File: src/rtl/issue_scheduler.sv
// Instruction window with dependency table and round-robin issue selection.
// Each slot moves FREE -> WAIT (dispatch) -> ISSUED (issue handshake) -> FREE
// (completion). A slot's row holds the mask of slots it still waits on; a
// completion clears its column in every row.
module issue_scheduler #(
  parameter  int bs = 16,
  localparam int IW = $clog2(bs)
) (
  input  logic          clk,
  input  logic          rst_n,
  input  logic          disp_valid,
  input  logic [bs-1:0] disp_dept,
  output logic          disp_ready,
  output logic [IW-1:0] disp_index,
  output logic          iss_valid,
  output logic [IW-1:0] iss_index,
  input  logic          iss_ready,
  input  logic          cmp_valid,
  input  logic [IW-1:0] cmp_index,
  output logic [bs-1:0] valid_entries,
  output logic [IW:0]   occupancy,
  output logic          err
);

  localparam logic [bs-1:0] ONE_HOT0 = {{(bs-1){1'b0}}, 1'b1};
  localparam int unsigned   BS_U     = bs;

  typedef enum logic [1:0] {
    SLOT_FREE   = 2'd0,
    SLOT_WAIT   = 2'd1,
    SLOT_ISSUED = 2'd2
  } slot_state_e;

  slot_state_e   slot_st [bs];
  logic [bs-1:0] dep_row [bs];
  logic [IW-1:0] rr_ptr;
  logic          lock;
  logic [IW-1:0] lock_idx;

  logic [bs-1:0] free_vec;
  logic [bs-1:0] issued_vec;
  logic [bs-1:0] elig_vec;
  logic          free_found;
  logic          cand_valid;
  logic [IW-1:0] cand_idx;
  logic [IW-1:0] scan_idx;
  logic          disp_fire;
  logic          iss_fire;
  logic          cmp_ok;
  logic          cmp_bad;
  logic [bs-1:0] cmp_mask;
  logic [bs-1:0] clr_mask;
  logic [bs-1:0] disp_row;

  // Per-slot status vectors and eligibility (waiting with an empty row)
  always_comb begin
    free_vec   = '0;
    issued_vec = '0;
    elig_vec   = '0;
    for (int unsigned k = 0; k < BS_U; k++) begin
      free_vec[k]   = (slot_st[k] == SLOT_FREE);
      issued_vec[k] = (slot_st[k] == SLOT_ISSUED);
      elig_vec[k]   = (slot_st[k] == SLOT_WAIT) && (dep_row[k] == '0);
    end
  end

  // Allocation view: lowest free slot, allocated mask and its population count
  always_comb begin
    disp_index = '0;
    free_found = 1'b0;
    occupancy  = '0;
    valid_entries = ~free_vec;
    for (int unsigned k = 0; k < BS_U; k++) begin
      if (!free_found && free_vec[k]) begin
        disp_index = IW'(k);
        free_found = 1'b1;
      end
      occupancy = occupancy + {{IW{1'b0}}, valid_entries[k]};
    end
    disp_ready = |free_vec;
  end

  // Round-robin pick: first eligible slot starting at rr_ptr, wrapping at bs
  always_comb begin
    cand_valid = 1'b0;
    cand_idx   = '0;
    scan_idx   = '0;
    for (int unsigned i = 0; i < BS_U; i++) begin
      scan_idx = IW'((32'(rr_ptr) + i) % BS_U);
      if (!cand_valid && elig_vec[scan_idx]) begin
        cand_valid = 1'b1;
        cand_idx   = scan_idx;
      end
    end
  end

  // A locked candidate cannot lose eligibility: rows only shrink after
  // dispatch and only the issue handshake moves a slot out of WAIT.
  always_comb begin
    iss_valid = lock | cand_valid;
    iss_index = lock ? lock_idx : cand_idx;
  end

  // Handshakes and the masks applied to the dependency table
  always_comb begin
    disp_fire = disp_valid & disp_ready;
    iss_fire  = iss_valid & iss_ready;
    cmp_ok    = cmp_valid & issued_vec[cmp_index];
    cmp_bad   = cmp_valid & ~issued_vec[cmp_index];
    cmp_mask  = cmp_valid ? (ONE_HOT0 << cmp_index) : '0;
    clr_mask  = cmp_ok ? (ONE_HOT0 << cmp_index) : '0;
    disp_row  = disp_dept & valid_entries & ~(ONE_HOT0 << disp_index) & ~cmp_mask;
  end

  // Slot states and dependency rows
  always_ff @(posedge clk or negedge rst_n) begin
    if (!rst_n) begin
      for (int unsigned k = 0; k < BS_U; k++) begin
        slot_st[k] <= SLOT_FREE;
        dep_row[k] <= '0;
      end
    end else begin
      for (int unsigned k = 0; k < BS_U; k++) begin
        if (disp_fire && (disp_index == IW'(k))) begin
          slot_st[k] <= SLOT_WAIT;
          dep_row[k] <= disp_row;
        end else begin
          dep_row[k] <= dep_row[k] & ~clr_mask;
          if (iss_fire && (iss_index == IW'(k))) begin
            slot_st[k] <= SLOT_ISSUED;
          end else if (cmp_ok && (cmp_index == IW'(k))) begin
            slot_st[k] <= SLOT_FREE;
          end
        end
      end
    end
  end

  // Round-robin pointer, candidate lock and sticky completion error
  always_ff @(posedge clk or negedge rst_n) begin
    if (!rst_n) begin
      rr_ptr   <= '0;
      lock     <= 1'b0;
      lock_idx <= '0;
      err      <= 1'b0;
    end else begin
      if (iss_fire) begin
        rr_ptr <= (iss_index == IW'(bs - 1)) ? '0 : iss_index + 1'b1;
        lock   <= 1'b0;
      end else if (iss_valid) begin
        lock     <= 1'b1;
        lock_idx <= iss_index;
      end
      if (cmp_bad) begin
        err <= 1'b1;
      end
    end
  end

endmodule
File: config.mk
export PLATFORM = sky130hd
export DESIGN_NAME = issue_scheduler
export DESIGN_NICKNAME = d
export VERILOG_FILES = /design/src/rtl/issue_scheduler.sv
export SDC_FILE = /design/constraint.sdc
export NUM_CORES = 1
export LEC_CHECK = 0
export CORE_MARGIN = 1
export CORE_UTILIZATION = 40
export CTS_BUF_LIST = sky130_fd_sc_hd__clkbuf_4
export CTS_CLUSTER_SIZE = 14
export DETAILED_ROUTE_END_ITERATION = 16
export GPL_TIMING_DRIVEN = 1
export REMOVE_ABC_BUFFERS = 1
export SLEW_MARGIN = 20
export SYNTH_ARGS = -nofsm -noshare
export SYNTH_HDL_FRONTEND = slang
export SYNTH_SLANG_ARGS = --single-unit
File: constraint.sdc
create_clock -name clk -period 5.1 [get_ports clk]
set_input_delay 0.765 -clock clk [delete_from_list [all_inputs] [get_ports clk]]
set_output_delay 0.765 -clock clk [all_outputs]
set_load 0.005 [all_outputs]
==> results.sh, run 1 <==
export IMPL_synth_xor_area_share_pct=1.08
export IMPL_syn_avg_cell_area_um2=9.03
export IMPL_place_ws_ps=-105
export IMPL_fp_dieH_um=208
export IMPL_outcome="finished, violations left"
export IMPL_grt_pass1_wl_mm=103
export IMPL_violations="negative setup slack"
export IMPL_tns_ps=-807
export IMPL_reg2reg_depth=27
export IMPL_ys_types=98
export IMPL_overflow=0
export IMPL_r2r_start="rr_ptr[1]"
export IMPL_synth_warnings=0
export IMPL_slew_headroom_pct=29.3
export IMPL_synthAdderAreaFrac_pct=2.58
export IMPL_grt_max_degree=98
export IMPL_synth_most_common_cell="nand3_1"
export IMPL_routed_wl_mm=69.1
export IMPL_setup_slack_ps=-229
export IMPL_multi_input_area_mm2=0.0103
export IMPL_fin_area_mm2=0.0229
export IMPL_die_x_um=208
export IMPL_synth_commonest_cells="nand3_1, dfrtp_1, o21ai_0, nand2_1, nor2_1"
export IMPL_place_congestion=1.01
export IMPL_port_buffers=56
export IMPL_insertion_delay_ps=800
export IMPL_route_vias_total=17300
export IMPL_drive_gt1_share_pct=32.8
export IMPL_clkTransAtPathRegs_ps=70
export IMPL_synth_compound_area_share_pct=20.2
export IMPL_required_ps=4340
export IMPL_endpoint_kind="primary output"
export IMPL_critical_path_class="reg -> out"
export IMPL_post_route_drc_count=0
export IMPL_hold_class="in -> async"
export IMPL_placed_area_mm2=0.0197
export IMPL_ant_nets=0
export IMPL_cp_max_fo=12
export IMPL_drtIter0Drc=1481
export IMPL_startpoint_type="flip-flop"
export IMPL_clock_sinks=298
export IMPL_start_util_pct=40.5
export IMPL_nets=2278
export IMPL_cts_htree_levels=3
export IMPL_setup_viol=5
export IMPL_wl_per_cell_um=24.6
export IMPL_ys_ff_latch=298
export IMPL_period_minus_slack_ps=5330
export IMPL_clk_path_buf_depth=3
export IMPL_ys_top_cells_by_area="dfrtp_1, nand3_1, o21ai_0"
export IMPL_slew_viol_final=0
export IMPL_synth_edf_count=0
export IMPL_rsz0062_at_grt="yes"
export IMPL_cts_tree="done"
export IMPL_synth_top_area_cell="dfrtp_1"
export IMPL_area_growth_pct=34.6
export IMPL_rrSetupSlack_ps=70
export IMPL_grt_usage_pct=31.5
export IMPL_drv_cap=0
export IMPL_dpl_hpwl_mm=48.0
export IMPL_drt_pre_antenna_iters=5
export IMPL_async_flop_share_pct=100
export IMPL_final_util_pct=54.5
export IMPL_regArea_mm2=0.00746
export IMPL_ios=57
export IMPL_rr_endpoint="slot_st[5]"
export IMPL_fp_dieArea_mm2=0.0433
export IMPL_vias_per_cell=6.15
export IMPL_syn_area_mm2=0.0170
export IMPL_worst_pin_slew_ps=1060
export IMPL_cts_buffers=78
export IMPL_ctsRootBufferMaster="clkbuf_4"
export IMPL_cp_startpoint="rr_ptr[1]"
export IMPL_ys_seq_area_share_pct=43.9
export IMPL_first_global_vias=16900
export IMPL_synth_top_area_share_pct=43.9
export IMPL_fin_crit_sh_pct=104
export IMPL_muxShareOfSynthArea_pct=2.45
export IMPL_ys_flop_type="dfrtp_1"
export IMPL_skew_ps=62.4
export IMPL_antenna_found_initial=2
export IMPL_yosys_area_share_simple_pct=25.7
export IMPL_rows=75
export IMPL_hold_buffers=0
export IMPL_core_area_mm2=0.0419
export IMPL_timing_critical_path_to="iss_index[2]"
export IMPL_fmaxAchievable_mhz=188
export IMPL_finalHoldViolCount=0
export IMPL_netlist_instances=1881
export IMPL_cp_arrival_ps=4560
export IMPL_synth_top_family_by_area="simple AND/OR/NAND/NOR gates"
export IMPL_num_fill_cells=3799
## registers in the layout, summed over array words and instances, names as in the netlist
name / count
lock_idx: 4
rr_ptr: 4
slot_st: 32
err: 1
lock: 1
dep_row: 256
## metrics by stage
stage,hold WS (ps),cells
after floorplan,451,1760
after global placement,441,2600
after detailed placement,459,2600
after CTS,23.8,2776
after global routing,58.3,2812
final,51.7,2813
## layout by cell type, fill, tap and decap left out, types with 17 or more instances in the layout
cell,count
o21ai_0,266
nand3_1,304
and3_1,25
o21ai_1,17
nor4_2,26
nand3_2,22
clkdlybuf4s50_1,45
a21oi_1,17
o22ai_1,18
buf_4,294
inv_1,34
buf_6,22
nor2_1,94
clkbuf_4,108
nand2_1,127
nor3_1,24
dfrtp_1,298
o211ai_1,19
nor4_1,24
## critical path: stages (launching register included)
cell and delay (ps):
dfrtp_1 430, inv_2 90, ha_4 370, buf_8 180, nand3_1 120, o32ai_4 160, o22ai_2 120, buf_4 150
or4b_4 560, o21a_4 160, mux2i_2 160, a211oi_2 280, o32ai_2 120, a222oi_1 440, buf_4 200, a2bb2oi_2 140
clkbuf_2 130
## per-layer routing
metal / track usage, % / up-vias / routed length [um]
met2: 50.9 / 760 / 32000
met3: 6.11 / 175 / 5240
met4: 12.0 / 0 / 2650
met5: 0 / - / 0
met1: 41.7 / 8570 / 29200
li1: - / 7791 / -
## worst min-delay path by stage
stage,start,end,slack (ps)
6_report,rst_n,lock_idx[1],50
3_3_place_gp,err,err,440
5_1_grt,rst_n,dep_row[22],60
2_1_floorplan,err,err,450
4_1_cts,rst_n,dep_row[22],20
3_5_place_dp,err,err,460
## kinds of logic after synthesis
| family | after synthesis |
|---|---|
| simple gates | 809 |
| compound gates | 530 |
| flops | 298 |
| buf+inv | 171 |
| fa+ha+maj | 29 |
| mux | 27 |
| xor+xnor | 17 |
## area by class of cell
cell class                      instances  area share [%]
Multi-Input combinational cell       1412            45.3
Timing Repair Buffer                  384            14.2
Antenna cell                            3          0.0328
Clock inverter                         19           0.514
Inverter                               50           0.892
Tap cell                              539            2.95
Clock buffer                          108            3.55
Sequential cell                       298            32.6
## what timing repair did
action | in CTS | in global routing
buffers inserted | 48 | 37
setup endpoints to repair | 10 | 26
cloned | 1 | 1
resized for setup | 179 | 150
pin swaps | 66 | 58
Power of run 1 is not shown: default switching activity piles up to over one toggle a cycle in this logic, so the estimate is an artifact.
==> inputs of run 2 (changes only) <==
--- a/config.mk
+++ b/config.mk
@@ -5,12 +5,16 @@
 export SDC_FILE = /design/constraint.sdc
 export NUM_CORES = 1
 export LEC_CHECK = 0
+export CELL_PAD_IN_SITES_DETAIL_PLACEMENT = 2
+export CELL_PAD_IN_SITES_GLOBAL_PLACEMENT = 2
 export CORE_MARGIN = 1
 export CORE_UTILIZATION = 40
 export CTS_BUF_LIST = sky130_fd_sc_hd__clkbuf_4
+export CTS_CLUSTER_DIAMETER = 50
 export CTS_CLUSTER_SIZE = 14
 export DETAILED_ROUTE_END_ITERATION = 16
 export GPL_TIMING_DRIVEN = 1
+export PLACE_DENSITY_LB_ADDON = 0.1
 export REMOVE_ABC_BUFFERS = 1
 export SLEW_MARGIN = 20
 export SYNTH_ARGS = -nofsm -noshare
==> run 2 against run 1 <==
The run still ends with negative setup slack left. Largest cell class unchanged. Clock skew rose by 8.3 ps. Die area is the same. Highest routed layer unchanged. Utilization down 1.8 points. Critical path depth stayed put. Sequential cell count stayed put. Critical path type unchanged.
==> results.sh, run 2 (synthesized netlist as in run 1, its figures left out) <==
export IMPL_port_buffers=56
export IMPL_cp_arrival_ps=4870
export IMPL_skew_ps=70.7
export IMPL_clk_path_buf_depth=3
export IMPL_routed_wl_mm=91.4
export IMPL_setup_viol=9
export IMPL_start_util_pct=40.5
export IMPL_rsz0062_at_grt="yes"
export IMPL_outcome="finished, violations left"
export IMPL_place_congestion=0.998
export IMPL_top_regs="dep_row: 256 flops, slot_st: 32 flops"
export IMPL_clock_sinks=298
export IMPL_rows=75
export IMPL_crit_top_cell="buf_4"
export IMPL_drtIter0Drc=1730
export IMPL_slew_headroom_pct=22.7
export IMPL_cts_htree_levels=2
export IMPL_overflow=0
export IMPL_worst_pin_slew_ps=1160
export IMPL_route_vias_total=18500
export IMPL_first_global_vias=19700
export IMPL_cp_max_fo=6
export IMPL_startpoint_type="flip-flop"
export IMPL_finalHoldViolCount=0
export IMPL_num_fill_cells=4319
export IMPL_period_minus_slack_ps=5640
export IMPL_area_growth_pct=30.3
export IMPL_ctsRootBufferMaster="clkbuf_4"
export IMPL_vias_per_cell=6.75
export IMPL_hold_class="reg -> reg"
export IMPL_fp_dieH_um=208
export IMPL_core_area_mm2=0.0419
export IMPL_dp_cells=2604
export IMPL_violations="negative setup slack"
export IMPL_place_ws_ps=-150
export IMPL_layout_cells_most_common="nand3_1"
export IMPL_cts_buffers=37
export IMPL_cts_tree="done"
export IMPL_crit_chain="inv_2 -> ha_4 -> clkinvlp_4 -> o32ai_4 -> o22ai_2 -> buf_4 -> or4b_4 -> buf_4 -> a22oi_1 -> o2bb2ai_1 -> a21o_1 -> a221oi_1 -> a311o_1 -> o21a_4 -> inv_4 -> buf_6"
export IMPL_regMostFlops="dep_row"
export IMPL_grt_pass1_wl_mm=129
export IMPL_slew_viol_final=0
export IMPL_post_route_drc_count=0
export IMPL_wl_per_cell_um=33.4
export IMPL_insertion_delay_ps=810
export IMPL_setup_slack_ps=-539
export IMPL_layout_common_cells="nand3_1, dfrtp_1, buf_4"
export IMPL_fin_cells=2740
export IMPL_dpl_hpwl_mm=57.4
export IMPL_drv_cap=0
export IMPL_fmaxAchievable_mhz=177
export IMPL_die_x_um=208
export IMPL_drive_gt1_share_pct=29.6
export IMPL_largest_reg_flops=256
export IMPL_whs_ps=498
export IMPL_antenna_found_initial=2
export IMPL_ant_nets=0
export IMPL_grt_max_degree=133
export IMPL_fin_crit_sh_pct=111
export IMPL_drt_pre_antenna_iters=5
export IMPL_ios=57
export IMPL_required_ps=4340
export IMPL_clkTransAtPathRegs_ps=160
export IMPL_grt_usage_pct=39.6
export IMPL_critical_path_class="reg -> out"
export IMPL_cpPeakStageDelay_ps=560
export IMPL_rrSetupSlack_ps=-10
export IMPL_slowest_stage="or4b_4"
export IMPL_fp_dieArea_mm2=0.0433
export IMPL_endpoint_kind="primary output"
export IMPL_nets=2226
## run 2: cell count changes in the layout (fill, tap and decap cells not counted), sizes merged
cell,delta
clkinvlp,+2
dlygate4sd3,+1
bufbuf,+1
buf,-11
bufinv,+3
diode,+1
clkinv,-3
inv,+6
clkbuf,-73
## run 2: what timing repair did
action                     CTS  global route
setup buffers               41            26
hold endpoints to repair    49             0
pin swaps                   58            48
setup endpoints to repair   20            14
resized for setup          184            87
gates cloned                 1             0
hold buffers                 1             0
## run 2: layer usage
metal | vias up | track usage (%) | part of all wire [%]
met5 | - | 0 | 0
met4 | 0 | 19.3 | 6.0
met2 | 905 | 66.9 | 48
met3 | 329 | 6.29 | 7.2
li1 | 7633 | - | -
met1 | 9633 | 49.3 | 39
## run 2: final cells by class
type / count / area (um^2) / share of cell area [%]
antenna: 4 / 10.0 / 0.0452
timing repair buffer: 373 / 3120 / 14.1
multi-input combinational: 1412 / 10100 / 45.6
inverter: 50 / 194 / 0.876
clock inverter: 27 / 312 / 1.41
clock buffer: 37 / 278 / 1.26
sequential: 298 / 7460 / 33.7
tap: 539 / 674 / 3.05
## run 2: final timing paths
check,cells after the start,startpoint,end
hold / removal,1,err,err
max in group asynchronous,3,rst_n,err
setup / recovery,16,rr_ptr[0],iss_index[3]
hold reg to reg,1,err,err
min in group asynchronous,2,rst_n,dep_row[86]
setup reg to reg,23,slot_st[12],slot_st[1]
## run 2: critical path, delay by kind of cell (launching register included)
family / cells / cell delay [ps]
buf+inv: 6 / 790
fa+ha+maj: 1 / 350
flops: 1 / 440
compound gates: 8 / 1950
simple gates: 1 / 560
## run 2: metrics by stage
| stage | area, um^2 | util, % | setup TNS [ps] |
|---|---|---|---|
| 2_1_floorplan | 16500 | - | -25940 |
| 3_3_place_gp | 19700 | 46.9 | -23.9 |
| 3_5_place_dp | 19700 | 46.9 | -480 |
| 4_1_cts | 21500 | 51.2 | -1540 |
| 5_1_grt | 22100 | 52.8 | -3960 |
| 6_report | 22100 | 52.8 | -2590 |
Power of run 2 is left out for the same reason.
==> inputs of run 3 (changes only) <==
--- a/config.mk
+++ b/config.mk
@@ -16,6 +16,7 @@
 export GPL_TIMING_DRIVEN = 1
 export PLACE_DENSITY_LB_ADDON = 0.1
 export REMOVE_ABC_BUFFERS = 1
+export SETUP_SLACK_MARGIN = 0.3
 export SLEW_MARGIN = 20
 export SYNTH_ARGS = -nofsm -noshare
 export SYNTH_HDL_FRONTEND = slang
==> run 3 against run 2 <==
The run still ends with negative setup slack left. Clock skew down 14 ps. Non-clock buffer count down 4. Wire length down 2.7%. Register-to-register slack better by 110 ps.
==> results.sh, run 3 (synthesized netlist as in run 1, its figures left out) <==
export IMPL_outcome="finished, violations left"
export IMPL_violations="negative setup slack"
export IMPL_die_x_um=208
export IMPL_crit_chain="nor4_1 -> nand3_1 -> buf_4 -> o21ai_0 -> a31oi_2 -> nor3_1 -> a32oi_1 -> buf_4 -> or2_0 -> a211oi_2 -> o32ai_2 -> a222oi_1 -> buf_4 -> a2bb2oi_2 -> buf_2"
export IMPL_skew_ps=56.3
export IMPL_hold_end="err"
export IMPL_start_util_pct=40.5
export IMPL_largest_reg_flops=256
export IMPL_cts_tree="done"
export IMPL_cpPeakStageDelay_ps=480
export IMPL_port_buffers=56
export IMPL_fp_dieH_um=208
export IMPL_clk_path_buf_depth=3
export IMPL_vias_per_cell=6.69
export IMPL_fmaxAchievable_mhz=179
export IMPL_critical_path_top_delay_family="compound AO/OA/AOI/OAI gates"
export IMPL_holdPathStages=1
export IMPL_place_congestion=0.998
export IMPL_hold_class="reg -> reg"
export IMPL_grt_max_degree=133
export IMPL_cp_max_fo=6
export IMPL_ios=57
export IMPL_grt_pass1_wl_mm=128
export IMPL_nets=2222
export IMPL_crit_buf_inv=4
export IMPL_insertion_delay_ps=790
export IMPL_routed_wl_mm=89.0
export IMPL_route_vias_total=18300
export IMPL_setup_viol=9
export IMPL_worst_pin_slew_ps=1170
export IMPL_required_ps=4340
export IMPL_drtIter0Drc=1695
export IMPL_rsz0062_at_grt="yes"
export IMPL_rows=75
export IMPL_r2r_start="rr_ptr[1]"
export IMPL_fp_dieArea_mm2=0.0433
export IMPL_period_minus_slack_ps=5590
export IMPL_cts_buffers=37
export IMPL_overflow=0
export IMPL_drt_pre_antenna_iters=5
export IMPL_startpoint_type="flip-flop"
export IMPL_finalHoldViolCount=0
export IMPL_cp_arrival_ps=4830
export IMPL_layout_cells_most_common="nand3_1"
export IMPL_crit_top_cell="buf_4"
export IMPL_first_global_vias=19800
export IMPL_top_regs="dep_row: 256 flops, slot_st: 32 flops"
export IMPL_final_util_pct=52.4
export IMPL_fin_crit_sh_pct=110
export IMPL_post_route_drc_count=0
export IMPL_rrSetupSlack_ps=100
export IMPL_dpl_hpwl_mm=57.4
export IMPL_num_fill_cells=4355
export IMPL_clkTransAtPathRegs_ps=160
export IMPL_layout_common_cells="nand3_1, dfrtp_1, buf_4"
export IMPL_ant_nets=0
export IMPL_clock_sinks=298
export IMPL_placed_area_mm2=0.0197
export IMPL_setup_slack_ps=-492
export IMPL_drive_gt1_share_pct=29.5
export IMPL_wl_per_cell_um=32.5
export IMPL_antenna_found_initial=1
export IMPL_area_growth_pct=29.4
export IMPL_slew_viol_final=0
export IMPL_ctsRootBufferMaster="clkbuf_4"
export IMPL_slew_headroom_pct=21.6
export IMPL_fin_area_mm2=0.0220
export IMPL_fin_cells=2735
export IMPL_reg2reg_depth=26
export IMPL_grt_usage_pct=39.4
export IMPL_regMostFlops="dep_row"
export IMPL_rr_endpoint="slot_st[28]"
export IMPL_cts_htree_levels=2
export IMPL_tns_ps=-2580
export IMPL_min_from="err"
export IMPL_drv_cap=0
export IMPL_dp_cells=2604
export IMPL_slowest_stage="o21ai_0"
export IMPL_core_area_mm2=0.0419
export IMPL_critical_path_class="reg -> out"
export IMPL_endpoint_kind="primary output"
run 3: changes by cell type in the layout (fill, tap and decap cells not counted), moves of 3 or more:
cell	before	now
o221ai_1	13	18
buf_6	14	11
nand2_1	124	127
and3_4	0	3
o221ai_2	14	10
and3_1	27	23
buf_4	293	296
buf_12	10	6
run 3: through the flow:
stage	hold slack [ps]	setup slack, ps
after floorplan	451	-948
after global placement	439	-23.5
after detailed placement	451	-150
after CTS	506	-270
after global routing	523	-701
final	506	-492
run 3: timing repair:
| action | in CTS | in global routing |
|---|---|---|
| setup endpoints to repair | 47 | 47 |
| gates cloned | 1 | 0 |
| gates resized for setup | 191 | 72 |
| hold buffers | 1 | 0 |
| endpoints found under the hold margin | 49 | 0 |
| buffers inserted | 43 | 19 |
| pin swaps | 57 | 28 |
run 3: worst max path at each step:
stage | slack [ps] | cells past startpoint | endpoint | start
after floorplan | -950 | 12 | iss_index[2] | rr_ptr[0]
after global routing | -700 | 15 | iss_index[2] | dep_row[146]
after detailed placement | -150 | 16 | iss_index[1] | slot_st[23]
after global placement | -20 | 14 | iss_index[2] | slot_st[31]
after CTS | -270 | 13 | occupancy[4] | slot_st[4]
final | -490 | 15 | iss_index[2] | dep_row[146]
run 3: per-layer routing:
metal / global-route usage [%] / part of all wire [%] / up-vias
met2: 66.1 / 49 / 812
met5: 0 / 0 / -
li1: - / - / 7622
met3: 6.73 / 6.0 / 309
met4: 19.3 / 5.5 / 0
met1: 49.0 / 40 / 9555
run 3: cell type report:
cell class	count	area [um^2]	area share, %
clock inverters	27	312	1.42
repair buffers	369	3040	13.8
inverters	50	194	0.882
flip-flops and latches	298	7460	33.9
multi-input cells	1412	10000	45.6
diodes	3	7.51	0.0342
clock buffers	37	278	1.26
well taps	539	674	3.07
run 3: worst register-to-register path, stage by stage, from the launching register on:
cell	delay [ps]
dfrtp_1	430
buf_4	150
buf_4	120
buf_4	140
ha_4	200
xnor2_2	210
nor2_2	210
buf_4	170
o221ai_1	180
nand2_1	200
nor3_2	70
buf_4	180
nor3_4	200
nand4_1	120
buf_4	170
buf_4	160
nor4_4	300
buf_4	170
nor2_2	50
buf_4	170
a31oi_4	170
buf_4	180
ha_1	140
and3_1	310
buf_4	190
nand3b_2	100
a21bo_1	210
Power of run 3 is left out for the same reason.
